$ cat src/rtl/definitions_pkg.sv
// Shared definitions for the load-immediate expander: RV32I opcodes,
// 12-bit signed immediate range, FSM state and encoder format selector.
package definitions_pkg;

    localparam logic [6:0] OPCODE_LUI    = 7'b0110111;
    localparam logic [6:0] OPCODE_OP_IMM = 7'b0010011;

    // Signed range reachable by a single ADDI from x0
    localparam int IMM12_MIN = -2048;
    localparam int IMM12_MAX = 2047;

    typedef enum logic [1:0] {
        IDLE      = 2'd0,
        EMIT_LUI  = 2'd1,
        EMIT_ADDI = 2'd2
    } li_state_e;

    typedef enum logic {
        IMM_SRC_U = 1'b0,
        IMM_SRC_I = 1'b1
    } imm_src_e;

    // True when the constant sign-fits in a 12-bit immediate
    function automatic logic fits_imm12(input logic [31:0] value);
        return ($signed(value) >= IMM12_MIN) && ($signed(value) <= IMM12_MAX);
    endfunction

    // Upper part for LUI, pre-compensated for ADDI sign-extending the low part
    function automatic logic [19:0] hi20(input logic [31:0] value);
        logic [31:0] sum;
        sum = value + 32'h0000_0800;
        return sum[31:12];
    endfunction

endpackage

$ cat src/rtl/li_expander_encode_imm.sv
// Pure field packer for the two instruction formats used by li_expander:
// U-type (LUI) and I-type (ADDI, funct3 = 000).
module encode_imm
    import definitions_pkg::*;
(
    input  imm_src_e    imm_src,
    input  logic [4:0]  rd,
    input  logic [4:0]  rs1,
    input  logic [19:0] imm,
    output logic [31:0] instr
);

    // Pack fields; I-format uses only the low 12 immediate bits
    always_comb begin
        instr = '0;
        case (imm_src)
            IMM_SRC_U: instr = {imm, rd, OPCODE_LUI};
            IMM_SRC_I: instr = {imm[11:0], rs1, 3'b000, rd, OPCODE_OP_IMM};
            default:   instr = '0;
        endcase
    end

endmodule

$ cat src/rtl/li_expander.sv
// Load-immediate expander: turns (rd, 32-bit constant) into an RV32I
// LUI/ADDI sequence on a valid/ready stream. All outputs are registered.
// Build option: define LI_SHORT_FORM_EN to emit the shortest sequence
// (single ADDI for 12-bit signed constants, lone LUI when the low part is 0).
module li_expander
    import definitions_pkg::*;
(
    input  logic        clk_i,
    input  logic        rst_i,
    input  logic        req_valid_i,
    output logic        req_ready_o,
    input  logic [4:0]  req_rd_i,
    input  logic [31:0] req_value_i,
    output logic        instr_valid_o,
    input  logic        instr_ready_i,
    output logic [31:0] instr_o,
    output logic        instr_last_o,
    output logic        busy_o
);

`ifdef LI_SHORT_FORM_EN
    localparam bit SHORT_FORM = 1'b1;
`else
    localparam bit SHORT_FORM = 1'b0;
`endif

    li_state_e   state_reg;
    logic [4:0]  rd_reg;
    logic [11:0] lo_reg;
    logic [31:0] instr_reg;
    logic        valid_reg;
    logic        last_reg;
    logic        busy_reg;
    logic        ready_reg;

    logic        accept;
    logic        handshake;
    logic        req_short;
    logic        req_lui_only;

    imm_src_e    enc_src;
    logic [4:0]  enc_rd;
    logic [4:0]  enc_rs1;
    logic [19:0] enc_imm;
    logic [31:0] enc_instr;

    assign accept    = req_valid_i && ready_reg;
    assign handshake = valid_reg && instr_ready_i;

    // Sequence shape is decided once, from the incoming request
    assign req_short    = SHORT_FORM && fits_imm12(req_value_i);
    assign req_lui_only = SHORT_FORM && (req_value_i[11:0] == 12'h000) && !req_short;

    // Choose what the encoder builds: the first instruction of a new request
    // while idle, otherwise the follow-up ADDI rd, rd, lo from stored fields
    always_comb begin
        enc_src = IMM_SRC_I;
        enc_rd  = rd_reg;
        enc_rs1 = rd_reg;
        enc_imm = {8'h00, lo_reg};
        if (state_reg == IDLE) begin
            enc_rd = req_rd_i;
            if (req_short) begin
                enc_src = IMM_SRC_I;
                enc_rs1 = 5'd0;
                enc_imm = {8'h00, req_value_i[11:0]};
            end else begin
                enc_src = IMM_SRC_U;
                enc_rs1 = 5'd0;
                enc_imm = hi20(req_value_i);
            end
        end
    end

    encode_imm u_encode_imm (
        .imm_src (enc_src),
        .rd      (enc_rd),
        .rs1     (enc_rs1),
        .imm     (enc_imm),
        .instr   (enc_instr)
    );

    // Sequencer FSM with registered outputs; reset drops any pending sequence
    always_ff @(posedge clk_i or posedge rst_i) begin
        if (rst_i) begin
            state_reg <= IDLE;
            rd_reg    <= '0;
            lo_reg    <= '0;
            instr_reg <= '0;
            valid_reg <= 1'b0;
            last_reg  <= 1'b0;
            busy_reg  <= 1'b0;
            ready_reg <= 1'b1;
        end else begin
            case (state_reg)
                IDLE: begin
                    if (accept) begin
                        rd_reg    <= req_rd_i;
                        lo_reg    <= req_value_i[11:0];
                        instr_reg <= enc_instr;
                        valid_reg <= 1'b1;
                        busy_reg  <= 1'b1;
                        ready_reg <= 1'b0;
                        if (req_short) begin
                            state_reg <= EMIT_ADDI;
                            last_reg  <= 1'b1;
                        end else begin
                            state_reg <= EMIT_LUI;
                            last_reg  <= req_lui_only;
                        end
                    end
                end
                EMIT_LUI: begin
                    if (handshake) begin
                        if (last_reg) begin
                            state_reg <= IDLE;
                            instr_reg <= '0;
                            valid_reg <= 1'b0;
                            last_reg  <= 1'b0;
                            busy_reg  <= 1'b0;
                            ready_reg <= 1'b1;
                        end else begin
                            state_reg <= EMIT_ADDI;
                            instr_reg <= enc_instr;
                            last_reg  <= 1'b1;
                        end
                    end
                end
                EMIT_ADDI: begin
                    if (handshake) begin
                        state_reg <= IDLE;
                        instr_reg <= '0;
                        valid_reg <= 1'b0;
                        last_reg  <= 1'b0;
                        busy_reg  <= 1'b0;
                        ready_reg <= 1'b1;
                    end
                end
                default: begin
                    state_reg <= IDLE;
                    instr_reg <= '0;
                    valid_reg <= 1'b0;
                    last_reg  <= 1'b0;
                    busy_reg  <= 1'b0;
                    ready_reg <= 1'b1;
                end
            endcase
        end
    end

    assign req_ready_o   = ready_reg;
    assign instr_valid_o = valid_reg;
    assign instr_o       = instr_reg;
    assign instr_last_o  = last_reg;
    assign busy_o        = busy_reg;

endmodule

$ cat config.mk
export PLATFORM = sky130hd
export DESIGN_NAME = li_expander
export DESIGN_NICKNAME = d
export VERILOG_FILES = /design/src/rtl/definitions_pkg.sv /design/src/rtl/li_expander_encode_imm.sv /design/src/rtl/li_expander.sv
export SDC_FILE = /design/constraint.sdc
export NUM_CORES = 1
export LEC_CHECK = 0
export CORE_MARGIN = 2
export CORE_UTILIZATION = 49
export CTS_CLUSTER_SIZE = 8
export DETAILED_ROUTE_END_ITERATION = 7
export GPL_TIMING_DRIVEN = 0
export PLACE_DENSITY = 0.84
export SYNTH_ARGS = -nofsm -noshare
export SYNTH_HDL_FRONTEND = slang
export SYNTH_SLANG_ARGS = --single-unit
$ cat constraint.sdc
create_clock -name clk_i -period 4.24 [get_ports clk_i]
set_clock_uncertainty 0.2 [all_clocks]
set_input_delay 0.848 -clock clk_i [delete_from_list [all_inputs] [get_ports clk_i]]
set_output_delay 0.848 -clock clk_i [all_outputs]
set_load 0.1 [all_outputs]
==> results.md <==
- Status: finished clean
- Mapped Area: about 2500 µm²
- Crit-path cells: buf_4, clkdlybuf4s50_1
- Drt initial violations: a little under 200
- Area Overhead vs Synth: 37.8%
- Post_cts resized: 0
- Post-route DRC: 0
- Worst Hold Class: reg2reg
- Final core utilization: between 70 and 80%
- Final hold vios: 0
- Crit-path leading delay family: buffers and inverters
- # port buffers: 74
- DR vias: ~2400
- Max stage delay cell, worst path: clkdlybuf4s50_1
- Die Width: around 75 µm
- Die span in y: ~75 µm
- Die area: roughly 5600 µm²
- Hold-critical path depth: 2
- Max-cap violation count: 0
- Htree depth: 2
- Core ar.: about 4800 µm²
- Seq/Total Area, Yosys: 48.8%
- Register bit total from synthesis: 48
- Pin count of the biggest net entering global routing: 31
- Fmax: around 0.32 GHz
- Worst reg2reg startpoint: instr_o[5]$_DFFE_PP0P_
- Max FFs per register: 27
- Layout fillers: 403
- Worst setup SP type: flop
- Drt pass-1 iters: 4
- Initial Util: a little over 50%
- Number of enable flip-flop cells after synthesis: 0
- Pwr/cell area: approximately 240 nW/µm²
- CP max FO: 11
- Min-delay src: lo_reg[9]$_DFFE_PP0P_
- Reg2reg setup slack: between 2 and 2.5 ns
- YS warnings: 0
- Antenna violations before repair: 0
- Buf/Inv on CP: 2
- Tightest Pin Transition: between 0.9 and 1 ns
- Io pins: between 70 and 80
- Fraction of registers with async set/reset: 100%
- Rows: 25
- Post-route ant nets: 0
- Post-DP HPWL: between 4000 and 5000 µm
- Final worst-path cycle share: 74.2%
- WL final: around 6600 µm
- CP required: about 3.2 ns
- N_diodes: 0
- Hold_buf cts: 0
- Drt wl/cell: between 15 and 20 µm
- Max clock buf depth: 2
- Top post-synthesis cells by area: dfrtp_1, nand2_1, o21ai_0
- Crit-path max cell delay: roughly 1.1 ns
- Reg2reg end: instr_o[27]$_DFFE_PP0P_
- Hold Crit Endpoint: lo_reg[9]$_DFFE_PP0P_
- Max IR drop VDD: roughly 180 µV
- Vias per std cell: between 5 and 6
- CP endpoint kind: output pin
- # setup viols final: 0
- Post-synth top flop: dfrtp_1
- Critical path class: reg2out
- Routability cong.: roughly 0.87
- Unique cell type count in the Yosys netlist: 48
- Min cycle time layout: around 3.1 ns
- Post-synth top area share: a little under half
- CTS buffer count: 5
- First-pass GRT wire length: 10300 µm
- CTS root buffer: clkbuf_8
- RSZ-0062 raised after global routing: false
- CTS sink cnt: 48
- Area leader, netlist: dfrtp_1
- Nets: approximately 400
- Setup TNS: 0 ns
- Total Routing Usage GR: about a quarter
- Slew Viols, Final: 0
- Rel. slew slack: about a third
- Hold WS: between 0.2 and 0.3 ns
- Reg2reg path depth: 5
- CTS tree: built
- Syn Area/Cell: about 9.1 µm²
- Ratio of cells with drive above 1 in the final layout: about 6.7%
- GRT overflow: 0
- Cells after synthesis: around 270
- Arrival time at the worst endpoint: around 2.1 ns
- Final Power: slightly above 800 µW
- Setup bufs post-CTS: 0
- Vias in the first global route: approximately 2200
- Clock-pin slew on the worst setup and hold paths: around 0.080 ns
- Worst skew pair latency: about 0.29 ns
- Lkg Pwr: about 1.5 nW
==> cell families (layout without fill, tap and decap cells) <==
family,count (synthesis),in the layout,synth area share [%]
muxes,9,9,3.66
other,1,2,0.152
buffers and inverters,24,107,4.83
DFF,48,48,48.8
AOI/OAI and AO/OA,53,53,14.1
adders and majority gates,1,1,0.508
xor gates and xnor gates,10,10,3.56
and+or+nand+nor,126,126,24.4
==> power by group <==
group          switching (mW)  internal [mW]
Combinational          0.0425         0.0437
Clock                   0.146          0.116
Sequential                  0          0.457
Total                   0.188          0.617
==> tightest hold or removal path: stages (launching register included) <==
cell and delay (ns):
dfrtp_1 0.34, nand2_1 0.05, nand2_1 0.05
==> per-layer routing <==
layer	track usage [%]	part of all wire [%]	vias up	wire, µm
met5	0	0	-	0
met2	40.7	49	120	3220
li1	-	-	1109	-
met4	8.33	2.3	0	149
met3	4.28	6.4	19	420
met1	32.8	42	1122	2790
==> cell usage in the layout, fill, tap and decap left out, types with 2 or more instances in the layout <==
cell type        count
xor2_1               2
nor3_1               6
nor4_1               4
clkbuf_1            13
dfrtp_1             47
clkbuf_8             5
nor3b_1              2
a22o_1               2
nor2b_1              2
o21a_1               3
buf_2                2
a32oi_1              2
o21ai_0             19
or2_2                2
a31oi_1              2
a21o_1               3
conb_1               2
a22oi_1              5
and2_1               4
xnor2_1              8
nand4_1              3
nand2_1             73
nand3_1             10
inv_1                2
clkdlybuf4s50_1     74
mux2i_1              9
buf_4                7
a21oi_1              5
or4_1                6
nand2b_1             2
nor2_1               5
o211ai_1             4
==> stage by stage <==
stage                     setup slack [ns]  std cells  area [µm²]
after CTS                             1.09        423        3390
after global routing                  1.02        423        3390
after detailed placement              1.04        415        3310
after global placement                1.05        414        3290
final                                 1.09        423        3390
after floorplan                       1.72        273        2470
==> area by class of cell <==
cell class	instances	area [µm²]	share of cell area, %
flip-flops and latches	48	1200	35.4
multi-input cells	201	1140	33.8
repair buffers	75	761	22.4
plain buffers	21	108	3.17
well taps	67	83.8	2.47
clock buffers	7	76.3	2.25
inverters	3	11.3	0.332
clock inverters	1	5.00	0.148
==> synthesized netlist by cell type (3+ instances only) <==
library cell and n:
nand2_1 73, dfrtp_1 47, o21ai_0 19, clkbuf_1 11
nand3_1 10, mux2i_1 9, xnor2_1 8, buf_4 7
nor3_1 6, or4_1 6, a21oi_1 5, a22oi_1 5
nor2_1 5, and2_1 4, nor4_1 4, o211ai_1 4
a21o_1 3, inv_1 3, nand4_1 3, o21a_1 3
==> worst max path at each step <==
| stage | slack (ns) | to | startpoint | cells past startpoint |
|---|---|---|---|---|
| 2_1_floorplan | 1.72 | instr_o[27]$_DFFE_PP0P_ | req_value_i[11] | 6 |
| 3_3_place_gp | 1.05 | instr_o[27]$_DFFE_PP0P_ | req_value_i[11] | 7 |
| 3_5_place_dp | 1.04 | instr_o[27]$_DFFE_PP0P_ | req_value_i[11] | 7 |
| 4_1_cts | 1.09 | instr_o[5] | instr_o[5]$_DFFE_PP0P_ | 2 |
| 5_1_grt | 1.02 | instr_o[2] | instr_o[5]$_DFFE_PP0P_ | 2 |
| 6_report | 1.09 | instr_o[5] | instr_o[5]$_DFFE_PP0P_ | 2 |
Power figures use the tool's default switching activity.
